### src/rtl/seg_pkg.sv
// Shared constants and state encoding for the serial 7-segment display shifter.
package seg_pkg;

  localparam int SEG_BITS = 64;
  localparam int DIV_W    = 8;
  localparam int BIT_W    = 6;

  typedef enum logic [1:0] {
    IDLE  = 2'd0,
    SHIFT = 2'd1,
    LATCH = 2'd2
  } seg_state_t;

endpackage

### src/rtl/seg_clk_tick.sv
// Half-period tick generator: one-cycle tick every CLK_DIV cycles while enabled.
module seg_clk_tick
  import seg_pkg::*;
#(
  parameter int CLK_DIV = 2
) (
  input  logic clk,
  input  logic rst,
  input  logic enable,
  output logic tick
);

  logic [DIV_W-1:0] div_reg;
  logic [DIV_W-1:0] div_next;

  // The counter restarts from zero whenever enable drops, so every transfer
  // begins with a full-length low phase.
  always_comb begin
    tick     = enable && (div_reg == DIV_W'(CLK_DIV - 1));
    div_next = div_reg;
    if (!enable || tick) begin
      div_next = '0;
    end else begin
      div_next = div_reg + 1'b1;
    end
  end

  always_ff @(posedge clk) begin
    if (rst) begin
      div_reg <= '0;
    end else begin
      div_reg <= div_next;
    end
  end

endmodule

### src/rtl/seg_serial_shifter.sv
// Shifts a captured 64-bit segment frame LSB-first into a 74HC164-style chain.
// Optional macro SEG_AUTO_REFRESH_EN: also start a transfer whenever SEG_TXT differs from the last frame sent.
module seg_serial_shifter
  import seg_pkg::*;
#(
  parameter int CLK_DIV = 2
) (
  input  logic                clk,
  input  logic                rst,
  input  logic                start,
  input  logic [SEG_BITS-1:0] SEG_TXT,
  output logic                busy,
  output logic                done,
  output logic                seg_clk,
  output logic                seg_sout,
  output logic                seg_pen,
  output logic                seg_clrn
);

  seg_state_t          state_reg, state_next;
  logic [SEG_BITS-1:0] shift_reg, shift_next;
  logic [BIT_W-1:0]    bit_reg, bit_next;
  logic                clk_reg, clk_next;
  logic                sout_reg, sout_next;
  logic                pen_reg, pen_next;
  logic                busy_reg, busy_next;
  logic                done_reg, done_next;
  logic                clrn_reg;
  logic                tick;
  logic                launch;

`ifdef SEG_AUTO_REFRESH_EN
  logic [SEG_BITS-1:0] last_frame_reg;

  assign launch = start || (SEG_TXT != last_frame_reg);

  always_ff @(posedge clk) begin
    if (rst) begin
      last_frame_reg <= '0;
    end else if (state_reg == IDLE && launch) begin
      last_frame_reg <= SEG_TXT;
    end
  end
`else
  assign launch = start;
`endif

  seg_clk_tick #(
    .CLK_DIV(CLK_DIV)
  ) u_tick (
    .clk    (clk),
    .rst    (rst),
    .enable (state_reg == SHIFT),
    .tick   (tick)
  );

  always_comb begin
    state_next = state_reg;
    shift_next = shift_reg;
    bit_next   = bit_reg;
    clk_next   = clk_reg;
    pen_next   = pen_reg;
    case (state_reg)
      IDLE: begin
        if (launch) begin
          state_next = SHIFT;
          shift_next = SEG_TXT;
          bit_next   = '0;
          clk_next   = 1'b0;
          pen_next   = 1'b0;
        end
      end
      SHIFT: begin
        if (tick) begin
          if (!clk_reg) begin
            clk_next = 1'b1;
          end else begin
            // Falling edge of seg_clk: advance to the next bit or finish.
            clk_next = 1'b0;
            if (bit_reg == BIT_W'(SEG_BITS - 1)) begin
              state_next = LATCH;
              pen_next   = 1'b1;
            end else begin
              bit_next   = bit_reg + 1'b1;
              shift_next = shift_reg >> 1;
            end
          end
        end
      end
      LATCH: begin
        state_next = IDLE;
        bit_next   = '0;
      end
      default: begin
        state_next = IDLE;
      end
    endcase
    busy_next = (state_next == SHIFT);
    done_next = (state_next == LATCH);
    sout_next = (state_next == SHIFT) ? shift_next[0] : 1'b0;
  end

  always_ff @(posedge clk) begin
    if (rst) begin
      state_reg <= IDLE;
      shift_reg <= '0;
      bit_reg   <= '0;
      clk_reg   <= 1'b0;
      sout_reg  <= 1'b0;
      pen_reg   <= 1'b0;
      busy_reg  <= 1'b0;
      done_reg  <= 1'b0;
      clrn_reg  <= 1'b0;
    end else begin
      state_reg <= state_next;
      shift_reg <= shift_next;
      bit_reg   <= bit_next;
      clk_reg   <= clk_next;
      sout_reg  <= sout_next;
      pen_reg   <= pen_next;
      busy_reg  <= busy_next;
      done_reg  <= done_next;
      clrn_reg  <= 1'b1;
    end
  end

  assign busy     = busy_reg;
  assign done     = done_reg;
  assign seg_clk  = clk_reg;
  assign seg_sout = sout_reg;
  assign seg_pen  = pen_reg;
  assign seg_clrn = clrn_reg;

endmodule

### config.mk
export PLATFORM = sky130hd
export DESIGN_NAME = seg_serial_shifter
export DESIGN_NICKNAME = d
export VERILOG_FILES = /design/src/rtl/seg_pkg.sv /design/src/rtl/seg_clk_tick.sv /design/src/rtl/seg_serial_shifter.sv
export SDC_FILE = /design/constraint.sdc
export NUM_CORES = 1
export LEC_CHECK = 0
export CORE_MARGIN = 4
export CORE_UTILIZATION = 55
export CTS_CLUSTER_SIZE = 16
export DETAILED_ROUTE_END_ITERATION = 7
export PLACE_DENSITY = 0.84
export SLEW_MARGIN = 20
export SYNTH_ARGS = -nofsm -noshare
export SYNTH_HDL_FRONTEND = slang
export SYNTH_SLANG_ARGS = --single-unit
export TNS_END_PERCENT = 10
### constraint.sdc
create_clock -name clk -period 3.9 [get_ports clk]
set_input_delay 0.78 -clock clk [delete_from_list [all_inputs] [get_ports clk]]
set_output_delay 0.78 -clock clk [all_outputs]
set_load 0.05 [all_outputs]
# Yosys cells after proc, flatten, opt, wreduce, memory -nomap -nowiden
# Cells that the tools add are included.
# W data, S select, Z words.
# op_classes
addsub,2
n_eq_ne,11
n_mux,24
reduce_logical,12
bitwise,1
# ops
op,n
$mux W64,4
$pmux W64 S2,1
$mux W6,4
$pmux W6 S3,1
$reduce_and A5 Y1,3
$ne A2 B2 Y1 const B,5
$add A8 B1 Y8 const B,1
$eq A8 B1 Y1 const B,1
$mux W2,4
$mux W1,7
$add A6 B1 Y6 const B,1
$eq A6 B6 Y1 const B,1
$eq A2 B1 Y1 const B,2
$eq A2 B2 Y1 const B,2
$pmux W1 S2,2
$pmux W2 S2,1
$reduce_or A2 Y1,2
$reduce_and A3 Y1,1
$reduce_bool A3 Y1,1
$logic_not A2 Y1,1
$reduce_bool A2 Y1,1
$logic_and A1 B1 Y1,1
$logic_not A1 Y1,1
$logic_or A1 B1 Y1,1
$not A1 Y1,1
# totals
word_cells,61
ff_bits,86

# Longest topological paths before layout
# Gate-level depths: netlist of run 1.
# depth
depth_word,8
ltp_mapped,9

# Modules after synthesis
# Synthesis of run 1 repeated with hierarchy kept, for this count alone.
# unflattened
cells_unflattened,331
area_unflattened_um2,3375.7
# by_module_without_submodules
module,n_inst,cells_per_inst,area_each_um2
seg_serial_shifter,1,291,2996.6
seg_clk_tick,1,40,379.1

# Worst setup path after synthesis of run 1
# No wires, ideal clock.
# synth_path
path_kind,reg-to-reg
from,"register clk_reg, in the netlist seg_clk"
to,register bit_reg[1]
n_path_buf,1
arrival_time_ns,1.906
setup_slack_ns,1.924
path_stages_with_launch,6
synth_period_minus_slack_ns,1.976
path_cell_list,dfxtp_1 > nor4b_4 > a21oi_2 > buf_6 > or4_1 > a21oi_1
# synth_via
elab_chain_len,2
# synth_rtl
item,line_no,text
start: declaration,seg_serial_shifter.sv:23,"logic clk_reg, clk_next;"
start signal: assignment,seg_serial_shifter.sv:118,clk_reg <= clk_next;
$ne A2 B2 Y1 (no source line),n/a,
$reduce_and A5 Y1 (no source line),n/a,
end signal: assignment,seg_serial_shifter.sv:117,bit_reg <= bit_next;
end: declaration,seg_serial_shifter.sv:22,"logic [BIT_W-1:0] bit_reg, bit_next;"
# No other way between the ends.
# A chain may end at the register's enable or synchronous reset.

# Worst setup path after layout of run 1
# layout_path
from,register u_tick.div_reg[0]
to,register shift_reg[30]
# layout_via
elab_chain_len,4
# layout_rtl
item,line_no,text
start: declaration,seg_clk_tick.sv:13,logic [DIV_W-1:0] div_reg;
start signal: assignment,seg_clk_tick.sv:32,div_reg <= div_next;
$eq A8 B1 Y1,seg_clk_tick.sv:19,tick = enable && (div_reg == DIV_W'(CLK_DIV - 1));
$logic_and A1 B1 Y1,seg_clk_tick.sv:19,
$ne A2 B2 Y1 (no source line),n/a,
$reduce_and A5 Y1 (no source line),n/a,
end signal: assignment,seg_serial_shifter.sv:116,shift_reg <= shift_next;
end: declaration,seg_serial_shifter.sv:21,"logic [SEG_BITS-1:0] shift_reg, shift_next;"
# No other way between the ends.

==> results of run 1 <==
==> layout make-up <==
cell class	instances	area [sq um]
inverter	3	11.3
multi-input combinational	282	1840
timing repair buffer	79	781
tap	77	96.3
clock buffer	9	124
sequential	86	1720
fill	512	1810
clock inverter	7	72.6
==> worst max-delay path by stage <==
| stage | start | endpoint | slack (ps) | cells after the start |
|---|---|---|---|---|
| global placement | start | shift_reg[10] | 1470 | 5 |
| CTS | u_tick.div_reg[0] | shift_reg[30] | 1380 | 6 |
| floorplan | seg_clk | bit_reg[1] | 1920 | 5 |
| global route | u_tick.div_reg[0] | shift_reg[28] | 1170 | 6 |
| finish | u_tick.div_reg[0] | shift_reg[30] | 1340 | 6 |
| detailed placement | start | shift_reg[30] | 1300 | 5 |
==> cell usage after synthesis (3+ instances only) <==
cell type,number
a32oi_1,62
and2_1,3
xor2_1,5
nand2_1,7
nor2_1,14
dfxtp_1,86
ha_1,3
inv_1,3
mux2i_1,4
a21oi_1,67
nand2b_1,6
nor4_1,3
nand3_1,11
o21ai_0,63
nor2b_1,3
and3_1,6
buf_2,8
clkbuf_1,33
==> logic make-up (layout without fill, tap and decap cells) <==
family	after synthesis	count (layout)	synth area share (%)
muxes	5	5	1.38
AOI/OAI and AO/OA	205	205	34.8
DFF	86	86	46.2
and+or+nand+nor	63	63	9.96
adders and majority gates	3	3	1.01
xor gates and xnor gates	6	6	1.41
buffers and inverters	47	98	5.30
==> power by group <==
part           leakage, nW  switching (mW)  internal, mW  total, mW
logic                0.708           0.107         0.106      0.213
registers            0.703          0.0209         0.917      0.938
clock network       0.0960           0.322         0.298      0.620
==> layer usage <==
| metal | wire length [um] | vias up | GRT usage (%) | share of wire, % |
|---|---|---|---|---|
| li1 | - | 1694 | - | - |
| met1 | 4150 | 1668 | 31.3 | 44 |
| met2 | 4480 | 127 | 35.2 | 48 |
| met3 | 651 | 9 | 5.00 | 6.9 |
| met4 | 95 | 0 | 7.02 | 1.0 |
| met5 | 0 | - | 0 | 0 |
==> through the flow <==
stage          util (%)  area [sq um]  cells
2_1_floorplan         -          3730    415
3_3_place_gp       68.6          4430    526
3_5_place_dp       68.6          4430    526
4_1_cts            71.6          4630    542
5_1_grt            71.9          4650    543
6_report           71.9          4650    543
==> critical path, cell delays in order, from the launching register on <==
cell and delay, ps:
dfxtp_1 420, ha_1 180, nor4b_4 360, and3_2 730
buf_4 440, a32oi_1 180, a21oi_1 180
==> results.tsv, run 1 <==
stage	metric	value	unit
sta	skew final	14.2	ps
finish	Ant. Diodes	0	
floorplan	Core ar.	6460	sq um
place	Detailed Place HPWL	5810	um
logic_synthesis	Synth area leaders	dfxtp_1 (46%), a32oi_1 (15%), a21oi_1 (9.0%)	
global_routing	first-pass GRT wire length	15600	um
logic_synthesis	Syn Std Cell Area	3730	sq um
logic_synthesis	Synth area leader	dfxtp_1	
route	via count	3498	
global_routing	remaining global-route overflow	0	
sta	Worst Tran Pin Value	905	ps
cts	PostCTS Resize Cnt	0	
setup_path	WS Path Type	reg2reg	
logic_synthesis	Netlist cell types	41	
logic_synthesis	syn_nets	485	
sta	Fmax	391	MHz
global_routing	vias in the first global route	3226	
finish	area growth from synthesis to layout	24.6	%
cts	sink count of the clock tree	86	
power	PwrDens	381	nW/um^2
sta	Max Slew Vio Count	0	
floorplan	Initial Util	57.7	%
route	DR vias/cell	6.44	
route	residual DRC count	0	
sta	Final Critical Period	2560	ps
logic_synthesis	synthesized area per cell	8.99	sq um
global_routing	largest net degree at the start of global routing	64	
setup_path	WP data required	4180	ps
min_path	Hold/Removal Path Class	reg2reg	
sta	Rel. slew slack	39.6	%
global_routing	total track usage	22.6	%
cts	Clock transition at path regs	90	ps
cts	Root Buffer	clkbuf_8	
place	PortBufs	72	
power	VDD IR-drop max	281	uV
setup_path	worst-path maximum fanout	37	
global_routing	initial antenna violation count	0	
route	drt initial violations	233	
sta	final hold vios	0	
min_path	hold depth	2	
sta	final setup vio count	0	
floorplan	die width	90.4	um
logic_synthesis	register area share after synthesis	46.2	%
setup_path	Arr. time, crit path	2830	ps
setup_path	reg2reg setup slack	1340	ps
logic_synthesis	Most used DFF post-synth	dfxtp_1	
logic_synthesis	synthesized flop and latch total	86	
cts	CTS Hold Bufs	0	
finish	Nets	531	
floorplan	row cnt	29	
finish	layout cell share with drive strength beyond 1	6.87	%
route	antenna viol nets, final	0	
power	leakage power	1.51	nW
sta	hold slack	479	ps
cts	TritonCTS Buffers	9	
sta	Fin Setup TNS	0	ps
min_path	Worst Hold Launch	shift_reg[36]	
setup_path	Worst Reg-to-Reg Cells	6	
floorplan	Ports	73	
finish	commonest non-fill, non-tap cell in the layout	dfxtp_1	
logic_synthesis	Syn. warnings	0	
setup_path	Crit. End Element	flop	
sta	RSZ-0062 raised after global routing	false	
logic_synthesis	Yosys top cell area share	46.2	%
cts	CTS HTree Levels	3	
cts	CTS tree	done	
floorplan	die height	90.4	um
power	Pwr Total	1.77	mW
run_status	status	completed	
route	Post-Route WL	9370	um
route	DRT Pass-1 Iters	5	
place	dpl ws	1300	ps
sta	final setup margin	1340	ps
floorplan	Die Outline Area	8160	sq um
sta	Final period util	65.6	%
place	routability congestion estimate from global placement	0.818	
setup_path	R2R Path End	shift_reg[30]	
cts	Longest Clk Path Bufs	2	
cts	clk_lat worst skew	350	ps
route	wire per inst	17.3	um
job	MaxCap Viol Count	0	
finish	number of flip-flops under the largest register name	64	
finish	most frequent cells in the layout	dfxtp_1 (86), clkdlybuf4s50_1 (71), a21oi_1 (67), o21ai_0 (63), a32oi_1 (62)	
logic_synthesis	Post-synth EDFFs	0	
min_path	Hold Path Sink	shift_reg[36]	
setup_path	CP Launch Type	flop	
cts	buffer count from post-CTS setup fixing	0	
setup_path	r2r startpoint	u_tick.div_reg[0]	
logic_synthesis	ys async rst share	0	%
logic_synthesis	Synth Instances	415	
Note: power is estimated with default switching activity, not from simulation.
==> inputs of run 2 (changes only) <==
--- a/config.mk
+++ b/config.mk
@@ -6,10 +6,10 @@
 export NUM_CORES = 1
 export LEC_CHECK = 0
 export CORE_MARGIN = 4
-export CORE_UTILIZATION = 55
+export CORE_UTILIZATION = 46
 export CTS_CLUSTER_SIZE = 16
 export DETAILED_ROUTE_END_ITERATION = 7
-export PLACE_DENSITY = 0.84
+export PLACE_DENSITY = 0.75
 export SLEW_MARGIN = 20
 export SYNTH_ARGS = -nofsm -noshare
 export SYNTH_HDL_FRONTEND = slang
==> constraint.sdc (replaced) <==
create_clock -name clk -period 2.15 [get_ports clk]
set_input_delay 0.43 -clock clk [delete_from_list [all_inputs] [get_ports clk]]
set_output_delay 0.43 -clock clk [all_outputs]
set_load 0.05 [all_outputs]
==> run 2 against run 1 <==
  * Die area increased by 18%
  * Sequential cell count did not move
  * Highest routed layer unchanged
  * Critical endpoint is now seg_clk
  * Combinational power is 94% higher
  * Sequential power is 81% higher
  * Clock skew fell by 5.7 ps
  * Worst setup slack lost 1200 ps
  * Clock power grew 54%
  * Final cell count rose by 5.9%
==> results.tsv, run 2 (same netlist as run 1, synthesis figures left out) <==
stage	metric	value	unit
finish	layout cell share with drive strength beyond 1	7.82	%
global_routing	remaining global-route overflow	0	
finish	number of flip-flops under the largest register name	64	
sta	final setup vio count	0	
min_path	Worst Hold Launch	rst	
floorplan	die height	98.0	um
min_path	Hold/Removal Path Class	in2reg	
floorplan	Ports	73	
setup_path	Arr. time, crit path	1530	ps
sta	Max Slew Vio Count	0	
finish	most frequent cells in the layout	dfxtp_1 (86), clkdlybuf4s50_1 (71), a21oi_1 (67), o21ai_0 (63), a32oi_1 (62)	
sta	Rel. slew slack	61.3	%
global_routing	vias in the first global route	3294	
global_routing	largest net degree at the start of global routing	67	
setup_path	reg2reg setup slack	230	ps
route	via count	3462	
power	VDD IR-drop max	329	uV
finish	area growth from synthesis to layout	28.0	%
cts	Root Buffer	clkbuf_8	
cts	CTS Hold Bufs	0	
setup_path	WP data required	1720	ps
cts	sink count of the clock tree	86	
finish	Reg area	1720	sq um
finish	commonest non-fill, non-tap cell in the layout	dfxtp_1	
place	PortBufs	72	
route	DRT Pass-1 Iters	4	
finish	Ant. Diodes	0	
place	Detailed Place HPWL	5970	um
setup_path	family with the most delay on the worst path	buffers and inverters	
route	residual DRC count	0	
setup_path	crit path max-delay cell type	clkdlybuf4s50_1	
sta	Final period util	91.3	%
sta	Fin Setup TNS	0	ps
setup_path	CP Launch Type	flop	
finish	Design Area, Final	4770	sq um
setup_path	WS Path Type	reg2out	
route	DR vias/cell	6.02	
setup_path	CP Launch Point	seg_clk	
cts	Clock transition at path regs	80	ps
setup_path	Crit path depth	1	
sta	Final Critical Period	1960	ps
setup_path	worst-path maximum fanout	3	
setup_path	r2r startpoint	u_tick.div_reg[1]	
cts	clk_lat worst skew	350	ps
cts	Longest Clk Path Bufs	2	
global_routing	first-pass GRT wire length	15600	um
power	internal power	2.29	mW
run_status	status	completed	
power	sequential fraction of design power	55.4	%
power	Clk network pwr share	31.1	%
place	routability congestion estimate from global placement	0.714	
global_routing	total track usage	19.5	%
setup_path	Crit path buffers/inverters	1	
job	MaxCap Viol Count	0	
floorplan	die width	98.0	um
power	Pwr Total	3.07	mW
power	PwrDens	642	nW/um^2
floorplan	Core ar.	7810	sq um
sta	Worst Tran Pin Value	566	ps
route	drt initial violations	236	
cts	TritonCTS Buffers	9	
route	antenna viol nets, final	0	
floorplan	row cnt	32	
setup_path	Setup crit end	seg_clk	
power	Combinational Power Share	13.5	%
global_routing	initial antenna violation count	0	
cts	CTS HTree Levels	3	
finish	multi-input gate area in the final layout	1840	sq um
power	Switching Fraction	25.3	%
sta	final hold vios	0	
sta	Fmax	509	MHz
power	leakage power	1.55	nW
setup_path	Worst Reg-to-Reg Cells	7	
place	dpl cell area	4620	sq um
cts	CTS tree	done	
floorplan	Die Outline Area	9610	sq um
floorplan	Initial Util	47.8	%
finish	Fill cells	679	
finish	Nets	539	
setup_path	R2R Path End	seg_sout	
route	wire per inst	16.3	um
setup_path	Crit. End Element	primary output	
power	Psw	776	uW
setup_path	max incr delay on CP	810	ps
cts	PostCTS Resize Cnt	0	
sta	RSZ-0062 raised after global routing	false	
cts	buffer count from post-CTS setup fixing	0	
setup_path	Cell Chain, Critical Path	clkdlybuf4s50_1	
sta	skew final	8.55	ps
route	Post-Route WL	9380	um
[run 2: power groups by stage]
stage	clock network (mW)	registers, mW	logic, mW
2_1_floorplan	0	1.74	0.192
3_3_place_gp	0	1.73	0.407
3_5_place_dp	0	1.73	0.414
4_1_cts	0.985	1.70	0.416
5_1_grt	1.06	1.71	0.451
6_report	0.953	1.70	0.413
[run 2: area by class of cell]
| class | count | share of cell area [%] |
|---|---|---|
| multi-input cells | 282 | 38.6 |
| clock inverters | 4 | 0.524 |
| clock buffers | 11 | 2.75 |
| inverters | 3 | 0.236 |
| repair buffers | 87 | 19.2 |
| flip-flops and latches | 86 | 36.1 |
| well taps | 102 | 2.67 |
[run 2: how the worst min path moves through the flow]
stage / depth (start not counted) / end
6_report: 2 / shift_reg[0]
2_1_floorplan: 2 / shift_reg[1]
3_3_place_gp: 2 / shift_reg[2]
5_1_grt: 2 / seg_pen
3_5_place_dp: 2 / shift_reg[9]
4_1_cts: 2 / shift_reg[0]
[run 2: per-layer routing]
metal	GRT usage, %	part of all wire [%]	routed length [um]	up-vias
met5	0	0	0	-
met4	6.50	1.0	95	0
met3	5.29	5.9	554	6
met2	31.9	48	4530	109
met1	24.8	45	4200	1636
li1	-	-	-	1711
[run 2: metrics by stage]
stage / std cells / worst slack [ps] / util [%] / hold WS [ps]
final: 575 / 187 / 61.1 / 393
after global routing: 575 / 29.4 / 61.1 / 386
after CTS: 575 / 159 / 61.1 / 382
after detailed placement: 560 / 18.2 / 59.1 / 468
after global placement: 560 / 96.1 / 59.1 / 461
after floorplan: 415 / 174 / - / 449
==> inputs of run 3 (changes only) <==
--- a/config.mk
+++ b/config.mk
@@ -10,6 +10,7 @@
 export CTS_CLUSTER_SIZE = 16
 export DETAILED_ROUTE_END_ITERATION = 7
 export PLACE_DENSITY = 0.75
+export REMOVE_ABC_BUFFERS = 1
 export SLEW_MARGIN = 20
 export SYNTH_ARGS = -nofsm -noshare
 export SYNTH_HDL_FRONTEND = slang
==> run 3 against run 2 <==
  * First-iteration DRC count is 18% lower
  * Sequential cell count unchanged
  * Final cell count shrank 0.70%
  * Worst setup slack improved by 11 ps
  * Clock power is 5% higher
  * Final area decreased by 0.37%
  * Largest cell class unchanged
  * Sequential share of layout area up 0.13 points
==> results.tsv, run 3 (same netlist as run 1, synthesis figures left out) <==
stage	metric	value	unit
global_routing	remaining global-route overflow	0	
route	residual DRC count	0	
finish	most frequent cells in the layout	dfxtp_1 (86), clkdlybuf4s50_1 (71), a21oi_1 (67), a32oi_1 (62), o21ai_0 (62)	
sta	Rel. slew slack	65.0	%
route	drt initial violations	194	
place	number of cells in the design after placement	556	
setup_path	crit path max-delay cell type	clkdlybuf4s50_1	
floorplan	Die Outline Area	9610	sq um
cts	sink count of the clock tree	86	
route	Post-Route WL	9190	um
cts	PostCTS Resize Cnt	0	
route	via count	3454	
floorplan	die width	98.0	um
finish	Ant. Diodes	0	
global_routing	vias in the first global route	3271	
place	PortBufs	72	
finish	Nets	535	
setup_path	WS Path Type	reg2out	
route	wire per inst	16.1	um
global_routing	initial antenna violation count	0	
setup_path	WP data required	1720	ps
setup_path	Crit path buffers/inverters	1	
cts	CTS tree	done	
global_routing	first-pass GRT wire length	15300	um
cts	Longest Clk Path Bufs	2	
setup_path	CP Launch Type	flop	
floorplan	row cnt	32	
place	dpl cell area	4590	sq um
floorplan	Initial Util	47.8	%
route	DR vias/cell	6.05	
sta	Fmax	512	MHz
finish	Final Non-Filler Cells	571	
finish	commonest non-fill, non-tap cell in the layout	dfxtp_1	
power	leakage power	1.54	nW
global_routing	total track usage	19.0	%
route	DRT Pass-1 Iters	4	
place	routability congestion estimate from global placement	0.818	
sta	Fin Setup TNS	0	ps
floorplan	Core ar.	7810	sq um
floorplan	die height	98.0	um
sta	Final period util	90.8	%
global_routing	largest net degree at the start of global routing	67	
run_status	status	completed	
setup_path	Cell Chain, Critical Path	clkdlybuf4s50_1	
cts	TritonCTS Buffers	9	
cts	Clock transition at path regs	80	ps
setup_path	Arr. time, crit path	1520	ps
setup_path	family with the most delay on the worst path	buffers and inverters	
cts	Root Buffer	clkbuf_8	
sta	final hold vios	0	
setup_path	Crit. End Element	primary output	
cts	CTS HTree Levels	3	
setup_path	worst-path maximum fanout	3	
sta	Max Slew Vio Count	0	
sta	final setup vio count	0	
min_path	Hold/Removal Path Class	in2reg	
sta	Final Critical Period	1950	ps
place	Detailed Place HPWL	5800	um
cts	clk_lat worst skew	350	ps
cts	CTS Hold Bufs	0	
job	MaxCap Viol Count	0	
finish	Design Area, Final	4760	sq um
finish	layout cell share with drive strength beyond 1	6.82	%
finish	number of flip-flops under the largest register name	64	
finish	area growth from synthesis to layout	27.5	%
cts	buffer count from post-CTS setup fixing	0	
sta	Worst Tran Pin Value	523	ps
power	VDD IR-drop max	376	uV
sta	RSZ-0062 raised after global routing	false	
power	PwrDens	653	nW/um^2
sta	skew final	3.98	ps
floorplan	Ports	73	
route	antenna viol nets, final	0	
setup_path	max incr delay on CP	810	ps
==> run 3: worst paths after layout <==
kind                          start       endpoint  slack [ps]  cells after the start
setup / recovery            seg_clk        seg_clk         200                      1
setup reg to reg  u_tick.div_reg[0]  shift_reg[48]         220                      6
hold / removal                  rst   shift_reg[0]         390                      2
hold reg to reg        shift_reg[3]   shift_reg[3]         480                      2
==> run 3: power breakdown <==
| part | total, mW | switching [mW] | internal [mW] |
|---|---|---|---|
| Clock | 1.00 | 0.525 | 0.477 |
| Sequential | 1.70 | 0.0369 | 1.66 |
| Combinational | 0.403 | 0.193 | 0.210 |
==> run 3: area by class of cell <==
class                   instances  area [sq um]
inverters                       3          11.3
multi-input cells             282          1840
flip-flops and latches         86          1720
repair buffers                 83           886
well taps                     102           128
fillers                       685          3050
clock buffers                  14           163
clock inverters                 1          5.00
==> run 3: per-stage QoR <==
step	power, mW	worst slack [ps]	util, %	hold slack, ps
final	3.11	197	60.9	388
after global routing	3.25	24.0	60.9	373
after CTS	3.13	146	60.9	371
after detailed placement	2.14	49.8	58.8	469
after global placement	2.13	103	58.8	460
after floorplan	1.90	-2220	-	443
==> run 3: metal layers <==
metal	track usage (%)	share of wire (%)	vias up
li1	-	-	1703
met3	6.14	7.5	11
met4	4.47	1.3	0
met2	31.1	48	122
met1	24.4	43	1618
met5	0	0	-
